`src/rtl/alu_op_sequencer.sv`:
```
// alu_op_sequencer: front-end controller for the lab ALU/display top.
// Conditions three raw button levels into single-cycle edges, enforces the
// load order A -> B -> OP, launches the ALU, waits ALU_LAT cycles, captures
// the result and flags, and drives the 7-segment display value.
// Optional feature: define ALU_SEQ_CHAIN_EN so that a B press in DONE chains
// the previous result into operand A (accumulator style).
module alu_op_sequencer #(
    parameter int WIDTH   = 32,
    parameter int OP_W    = 4,
    parameter int FLAG_W  = 4,
    parameter int ALU_LAT = 1
) (
    input  logic              clk,
    input  logic              rst,
    input  logic [WIDTH-1:0]  sw,
    input  logic              btn_a,
    input  logic              btn_b,
    input  logic              btn_op,
    output logic [WIDTH-1:0]  alu_a,
    output logic [WIDTH-1:0]  alu_b,
    output logic [OP_W-1:0]   alu_op,
    output logic              alu_start,
    input  logic [WIDTH-1:0]  alu_result,
    input  logic [FLAG_W-1:0] alu_flags,
    output logic [WIDTH-1:0]  result,
    output logic [FLAG_W-1:0] flags,
    output logic              result_valid,
    output logic              seq_err,
    output logic [2:0]        state,
    output logic [WIDTH-1:0]  disp_data
);

    typedef enum logic [2:0] {
        IDLE  = 3'd0,
        GOT_A = 3'd1,
        GOT_B = 3'd2,
        EXEC  = 3'd3,
        DONE  = 3'd4
    } state_e;

    // Counter value at which the capture edge is reached (1st edge counts as 0).
    localparam logic [3:0] LAT_LAST = 4'(ALU_LAT - 1);

    // Button chains: bit0 = s1, bit1 = s2, bit2 = s3.
    logic [2:0] a_sync_q, b_sync_q, op_sync_q;
    logic [2:0] a_sync_d, b_sync_d, op_sync_d;
    logic       edge_a, edge_b, edge_op;
    logic       win_a, win_b, win_op;

    state_e            state_q;
    logic [3:0]        cnt_q;
    logic [WIDTH-1:0]  alu_a_q, alu_b_q, result_q, disp_q;
    logic [OP_W-1:0]   alu_op_q;
    logic [FLAG_W-1:0] flags_q;
    logic              alu_start_q, result_valid_q, seq_err_q;

    // Shift each raw button into its chain, detect rising edges, resolve priority a > b > op.
    always_comb begin
        // NOTE: every always_comb output gets a value on every path, so no latch is inferred.
        a_sync_d  = {a_sync_q[1:0], btn_a};
        b_sync_d  = {b_sync_q[1:0], btn_b};
        op_sync_d = {op_sync_q[1:0], btn_op};
        edge_a    = a_sync_q[1] & ~a_sync_q[2];
        edge_b    = b_sync_q[1] & ~b_sync_q[2];
        edge_op   = op_sync_q[1] & ~op_sync_q[2];
        win_a     = edge_a;
        win_b     = edge_b & ~edge_a;
        win_op    = edge_op & ~edge_a & ~edge_b;
    end

    // Button synchronizer/edge-detect flops.
    always_ff @(posedge clk) begin
        // NOTE: sequential state uses non-blocking (<=) so all flops update together at the edge.
        if (rst) begin
            a_sync_q  <= '0;
            b_sync_q  <= '0;
            op_sync_q <= '0;
        end else begin
            a_sync_q  <= a_sync_d;
            b_sync_q  <= b_sync_d;
            op_sync_q <= op_sync_d;
        end
    end

    // Sequencer FSM with registered outputs; loads, launch, latency count and capture.
    always_ff @(posedge clk) begin
        // NOTE: reset is synchronous and clears every register, including operands and result.
        if (rst) begin
            state_q        <= IDLE;
            cnt_q          <= '0;
            alu_a_q        <= '0;
            alu_b_q        <= '0;
            alu_op_q       <= '0;
            result_q       <= '0;
            flags_q        <= '0;
            disp_q         <= '0;
            alu_start_q    <= 1'b0;
            result_valid_q <= 1'b0;
            seq_err_q      <= 1'b0;
        end else begin
            // Pulses default low; branches raise them for exactly one cycle.
            alu_start_q <= 1'b0;
            seq_err_q   <= 1'b0;
            unique case (state_q)
                IDLE: begin
                    if (win_a) begin
                        alu_a_q <= sw;
                        disp_q  <= sw;
                        state_q <= GOT_A;
                    end else if (win_b || win_op) begin
                        seq_err_q <= 1'b1;
                    end
                end
                GOT_A: begin
                    if (win_a) begin
                        alu_a_q <= sw;
                        disp_q  <= sw;
                    end else if (win_b) begin
                        alu_b_q <= sw;
                        disp_q  <= sw;
                        state_q <= GOT_B;
                    end else if (win_op) begin
                        seq_err_q <= 1'b1;
                    end
                end
                GOT_B: begin
                    if (win_a) begin
                        alu_a_q <= sw;
                        disp_q  <= sw;
                        state_q <= GOT_A;
                    end else if (win_b) begin
                        alu_b_q <= sw;
                        disp_q  <= sw;
                    end else if (win_op) begin
                        alu_op_q    <= sw[OP_W-1:0];
                        alu_start_q <= 1'b1;
                        cnt_q       <= '0;
                        disp_q      <= result_q;
                        state_q     <= EXEC;
                    end
                end
                EXEC: begin
                    // Button edges are dropped here without an error.
                    if (cnt_q == LAT_LAST) begin
                        result_q       <= alu_result;
                        flags_q        <= alu_flags;
                        disp_q         <= alu_result;
                        result_valid_q <= 1'b1;
                        state_q        <= DONE;
                    end else begin
                        cnt_q <= cnt_q + 4'd1;
                    end
                end
                DONE: begin
                    if (win_a) begin
                        alu_a_q        <= sw;
                        disp_q         <= sw;
                        result_valid_q <= 1'b0;
                        state_q        <= GOT_A;
                    end else if (win_b) begin
`ifdef ALU_SEQ_CHAIN_EN
                        alu_a_q        <= result_q;
                        alu_b_q        <= sw;
                        disp_q         <= sw;
                        result_valid_q <= 1'b0;
                        state_q        <= GOT_B;
`else
                        seq_err_q <= 1'b1;
`endif
                    end else if (win_op) begin
                        alu_op_q       <= sw[OP_W-1:0];
                        alu_start_q    <= 1'b1;
                        cnt_q          <= '0;
                        result_valid_q <= 1'b0;
                        state_q        <= EXEC;
                    end
                end
                default: state_q <= IDLE;
            endcase
        end
    end

    assign alu_a        = alu_a_q;
    assign alu_b        = alu_b_q;
    assign alu_op       = alu_op_q;
    assign alu_start    = alu_start_q;
    assign result       = result_q;
    assign flags        = flags_q;
    assign result_valid = result_valid_q;
    assign seq_err      = seq_err_q;
    assign state        = state_q;
    assign disp_data    = disp_q;

endmodule

```
`config.mk`:
```
export PLATFORM = sky130hd
export DESIGN_NAME = alu_op_sequencer
export DESIGN_NICKNAME = d
export VERILOG_FILES = /design/src/rtl/alu_op_sequencer.sv
export SDC_FILE = /design/constraint.sdc
export NUM_CORES = 1
export LEC_CHECK = 0
export BUFFER_PORTS_ARGS = -buffer_cell sky130_fd_sc_hd__buf_2
export CAP_MARGIN = 20
export CORE_MARGIN = 3
export CORE_UTILIZATION = 45
export DETAILED_ROUTE_END_ITERATION = 8
export MAX_ROUTING_LAYER = met4
export PLACE_DENSITY = 0.73
export SLEW_MARGIN = 20
export SYNTH_ARGS = -nofsm -noshare
export SYNTH_HDL_FRONTEND = slang
export SYNTH_SLANG_ARGS = --single-unit
export TNS_END_PERCENT = 20
```
`constraint.sdc`:
```
create_clock -name clk -period 2 [get_ports clk]
set_input_delay 0.3 -clock clk [delete_from_list [all_inputs] [get_ports clk]]
set_output_delay 0.3 -clock clk [all_outputs]
set_load 0.03 [all_outputs]
```
# Word-level counts from Yosys, hierarchy flattened
# Cells that the tools add are included.
totals:
  out_inout_bits: 142
  in_bits: 73
  wordCells: 100
  register_bits: 155
classes:
  muxes: 34
  n_reduce_logical: 19
  n_eq_ne: 19
  addsub: 1
  bitwise: 13
op_table:
  columns: ["cell", "count"]
  rows:
  - ["32-bit 2-to-1 mux", 7]
  - ["32-bit one-hot mux with 4 select lines", 1]
  - ["3-bit 2-to-1 mux", 7]
  - ["4-bit 2-to-1 mux", 4]
  - ["2-bit inequality test, second input constant", 7]
  - ["3-bit inequality test, second input constant", 4]
  - ["3-bit one-hot mux with 4 select lines", 1]
  - ["1-bit 2-to-1 mux", 11]
  - ["5-bit AND reduction", 2]
  - ["4-bit one-hot mux with 2 select lines", 1]
  - ["4-bit AND reduction", 2]
  - ["2-bit OR reduction", 4]
  - ["1-bit inverter", 7]
  - ["1-bit bitwise AND", 6]
  - ["3-bit by 2-bit equality test with 1-bit output, second input constant", 2]
  - ["6-bit AND reduction", 1]
  - ["4-bit by 1-bit adder with 4-bit output, second input constant", 1]
  - ["4-bit zero test", 1]
  - ["2-bit by 1-bit inequality test with 1-bit output, second input constant", 2]
  - ["4-bit inequality test, second input constant", 1]
  - ["2-bit AND reduction", 2]
  - ["2-bit nonzero test", 2]
  - ["4-bit nonzero test", 1]
  - ["4-bit OR reduction", 1]
  - ["8 further kinds", 8]

# Longest topological paths before layout
depth:
  depth_word: 9
  depth_mapped: 8
  ltp_nobuf: 7

# Least setup slack after synthesis
# Ideal clock, no wire load.
synth_path:
  kind: "register -> register"
  from: "register state_q[0], in the netlist state[0]"
  to: "register alu_b_q[10], in the netlist alu_b[10]"
  path_stages_with_launch: 8
  arrival_time_ns: 1.525
  period_less_slack_ns: 1.657
  path_buffers: 3
  setup_ns: 0.132
  setup_slack_ns: 0.343
  path_cell_list: "dfxtp_1 -> buf_4 -> xnor2_1 -> or3_1 -> clkbuf_1 -> buf_2 -> nand2_1 -> a21oi_1"
synth_between:
  elab_chain_cells: 3
  elab_cells_between_ends: 4
  cone_classes: "eq/ne (2); reduce/logical (2)"
synth_lines:
  columns: ["element", "line", "source"]
  rows:
  - ["start: declaration", "50", "state_e state_q;"]
  - ["start signal: assignment", "89", "state_q <= IDLE;"]
  - ["start signal: assignment", "109", "state_q <= GOT_A;"]
  - ["start signal: assignment", "121", "state_q <= GOT_B;"]
  - ["3-bit by 2-bit equality test with 1-bit output / 3-bit by 1-bit equality test with 1-bit output (equally long branches)", "104", "unique case (state_q)"]
  - ["2-bit OR reduction (no line) (*)", null, null]
  - ["3-bit AND reduction (no line) (*)", null, null]
  - ["end signal: assignment", "119", "alu_b_q <= sw;"]
  - ["end signal: assignment", "132", "alu_b_q <= sw;"]
  - ["end: declaration", "52", "logic [WIDTH-1:0] alu_a_q, alu_b_q, result_q, disp_q;"]
# Mark *: on every way between the ends. The rest lies on a longest branch, timed or not.
# A chain may end at the register's enable or synchronous reset.

# Final worst setup path
layout_path:
  from: "register cnt_q[0]"
  to: "register disp_q[24], in the netlist disp_data[24]"
layout_between:
  elab_chain_cells: 3
layout_lines:
  columns: ["element", "line", "source"]
  rows:
  - ["start: declaration", "51", "logic [3:0] cnt_q;"]
  - ["start signal: assignment", "151", "cnt_q <= cnt_q + 4'd1;"]
  - ["4-bit zero test", "144", "if (cnt_q == LAT_LAST) begin"]
  - ["2-bit inequality test (no line)", null, null]
  - ["5-bit AND reduction (no line)", null, null]
  - ["end signal: assignment", "138", "disp_q <= result_q;"]
  - ["end signal: assignment", "147", "disp_q <= alu_result;"]
  - ["end signal: assignment", "157", "disp_q <= sw;"]
  - ["end: declaration", "52", null]
# Every way passes these cells.

==> results.toml <==
[run_status]
status = "finished, final reports clean"

[setup_path]
start_kind = "flip-flop"
crit_required_ns = 2.35
crit_fanout = 10
worstSetupEndpointType = "flip-flop"
crit_arrival_ns = 2.13
worstSetupPathType = "flip-flop to flip-flop"

[global_routing]
overflow = 0
grt_pass1_wl_um = 30700
grt_max_degree = 75
grt_pass1_vias = 5865
antenna_found_initial = 1
grt_usage_pct = 24.9

[synthesis]
synth-main-ff-cell = "dfxtp_1"
async_flop_share_pct = 0
synth_nets = 818
synth_area_um2 = 6430
synth_warnings = 0
synth-seq-area-share_pct = 48.2
synth_cells = 743
syn_avg_cell_area_um2 = 8.66
synth_cell_type_count = 43
yosys_register_bits = 155
synth-edff-count = 0

[die]
die_area_um2 = 15800
die_x_um = 126
placementRows = 43
ios = 215
initial_core_util_pct = 46.2
fp.dieH_um = 126
coreArea_um2 = 13900

[pwr]
p_leak_nw = 3.48
irDropWorstVdd_uv = 805
pwr_density_cell_nw_per_um2 = 851

[final_layout]
final_common_cell = "nand2_1"
nFillCells = 1242
nets = 1027
layout.cells.most_common_list = "nand2_1 (242), buf_2 (213), dfxtp_1 (155), a21oi_1 (112)"
final_util_pct = 60.6
final_area_um2 = 8450
drive_above_1_share_pct = 36.8
area_delta_synth_final_pct = 31.4

[routing]
antenna_left = 0
drt_iter0_drc = 579
avgRoutedWirePerCell_um = 16.8
wirelength_um = 19300
dr.pass1.iters = 5
vias = 6137
drc = 0
vias_per_cell = 5.36

[timing]
max_freq_ghz = 0.561
grt_setup_unrepaired = "false"
hold_violations = 0
period_share_pct = 89.1
fin_crit_ns = 1.78
setup_viol = 0
finalSetupTns_ns = 0
worstMarginPinSlew_ns = 0.625
drv_slew = 0
worst_slew_margin_rel_pct = 58.3
skew_ns = 0.00719

[run]
max_cap_viol_count = 0

[place]
dpl_cell_area_um2 = 7840
portBuffers = 214
finalWeightedCongestion = 0.831
hpwlAfterDp_um = 13500

[hold_path]
hp-class = "primary input to flip-flop"

[clock_tree]
root_buffer = "clkbuf_16"
postCtsSetupBuffers = 0
cts_buffer_depth = 2
cts_buffers = 17
cts_tree = "done"
cts_resized = 0
cts.sinks = 155
clkTransAtPathRegs_ns = 0.06
h-tree-depth = 4
clock_latency_ns = 0.42
hold_buffers = 0
-- sequential cells by signal, indices dropped and copies added (netlist names) --
name and flops:
op_sync_q 3, alu_b 32, flags 4, result_valid 1
alu_start 1, cnt_q 4, b_sync_q 3, alu_op 4
a_sync_q 3, seq_err 1, alu_a 32, result 32
state 3, disp_data 32
-- synthesized netlist by cell type, types with 2 or more instances --
cell type / instances / area share [%]
or3_1: 2 / 0.19
buf_6: 3 / 0.53
nor2b_1: 11 / 1.1
a21oi_1: 112 / 8.7
a31oi_1: 2 / 0.19
nand3_2: 2 / 0.31
o22a_1: 26 / 3.5
ha_1: 2 / 0.39
nand4_1: 2 / 0.19
mux2i_1: 5 / 0.78
nand2_1: 242 / 14
dfxtp_1: 155 / 48
o21ai_0: 3 / 0.23
nand2b_1: 4 / 0.39
clkbuf_1: 21 / 1.2
buf_4: 7 / 0.82
inv_1: 3 / 0.18
a311oi_1: 2 / 0.27
o221ai_1: 2 / 0.27
o221ai_2: 30 / 7.0
a2bb2oi_1: 6 / 0.82
o21ai_1: 2 / 0.16
o21ai_2: 2 / 0.27
buf_2: 28 / 2.2
nand3_1: 2 / 0.16
a21oi_2: 31 / 4.2
nor3_1: 3 / 0.23
nor2_1: 18 / 1.1
-- per-layer routing --
layer  share of wire [%]  vias to the layer above  GRT usage, %
met3                 8.5                       48          6.32
met5                   0                        -             -
met2                  45                      277          37.1
met1                  43                     2837          32.0
met4                 2.9                        0          11.0
li1                    -                     2975             -
-- worst max-delay path, cell delays in order, from the launching register on --
cell      delay, ns
dfxtp_1        0.33
inv_1          0.08
ha_1           0.15
nor3b_4        0.26
o21ai_2        0.12
a41oi_4        0.22
buf_4          0.25
o221ai_2       0.13
a21oi_2        0.16
-- cells by family (layout without fill, tap and decap cells) --
| family | Yosys count | after routing | share of synthesized area [%] |
|---|---|---|---|
| buffers and inverters | 64 | 285 | 5.04 |
| DFF | 155 | 155 | 48.2 |
| other | 0 | 1 | 0 |
| muxes | 5 | 5 | 0.778 |
| AOI/OAI and AO/OA | 221 | 221 | 26.4 |
| xor gates and xnor gates | 2 | 2 | 0.272 |
| adders and majority gates | 2 | 2 | 0.389 |
| and+or+nand+nor | 294 | 294 | 18.9 |
-- where the power goes --
part           leakage (nW)  switching (W)  internal, W
Combinational          1.93       0.000448     0.000252
Sequential             1.25      0.0000301      0.00315
Clock                 0.300        0.00126      0.00206
-- cell type report --
type	instances	area, um2	share of cell area, %
timing repair buffer	250	1460	17.3
clock buffer	21	470	5.57
antenna	1	2.50	0.0296
tap	180	225	2.67
multi-input combinational	524	3030	35.9
clock inverter	10	139	1.64
sequential	155	3100	36.7
inverter	4	15.0	0.178
-- final timing paths --
kind / start / slack [ns] / cells after the start / to
setup / recovery: cnt_q[0] / 0.22 / 8 / disp_data[24]
hold / removal: btn_a / 0.09 / 2 / a_sync_q[0]
setup reg to reg: cnt_q[0] / 0.22 / 8 / disp_data[24]
hold reg to reg: op_sync_q[0] / 0.44 / 1 / op_sync_q[1]
-- through the flow --
| stage | setup WS, ns | cells | power, W | hold slack, ns |
|---|---|---|---|---|
| 5_1_grt | 0.101 | 1145 | 0.00745 | 0.0883 |
| 6_report | 0.217 | 1145 | 0.00719 | 0.0919 |
| 4_1_cts | 0.215 | 1144 | 0.00725 | 0.0719 |
| 3_5_place_dp | 0.244 | 1113 | 0.00394 | 0.433 |
| 3_3_place_gp | 0.294 | 1113 | 0.00393 | 0.421 |
| 2_1_floorplan | 0.343 | 743 | 0.00365 | 0.414 |
(Power assumes the default switching activity.)
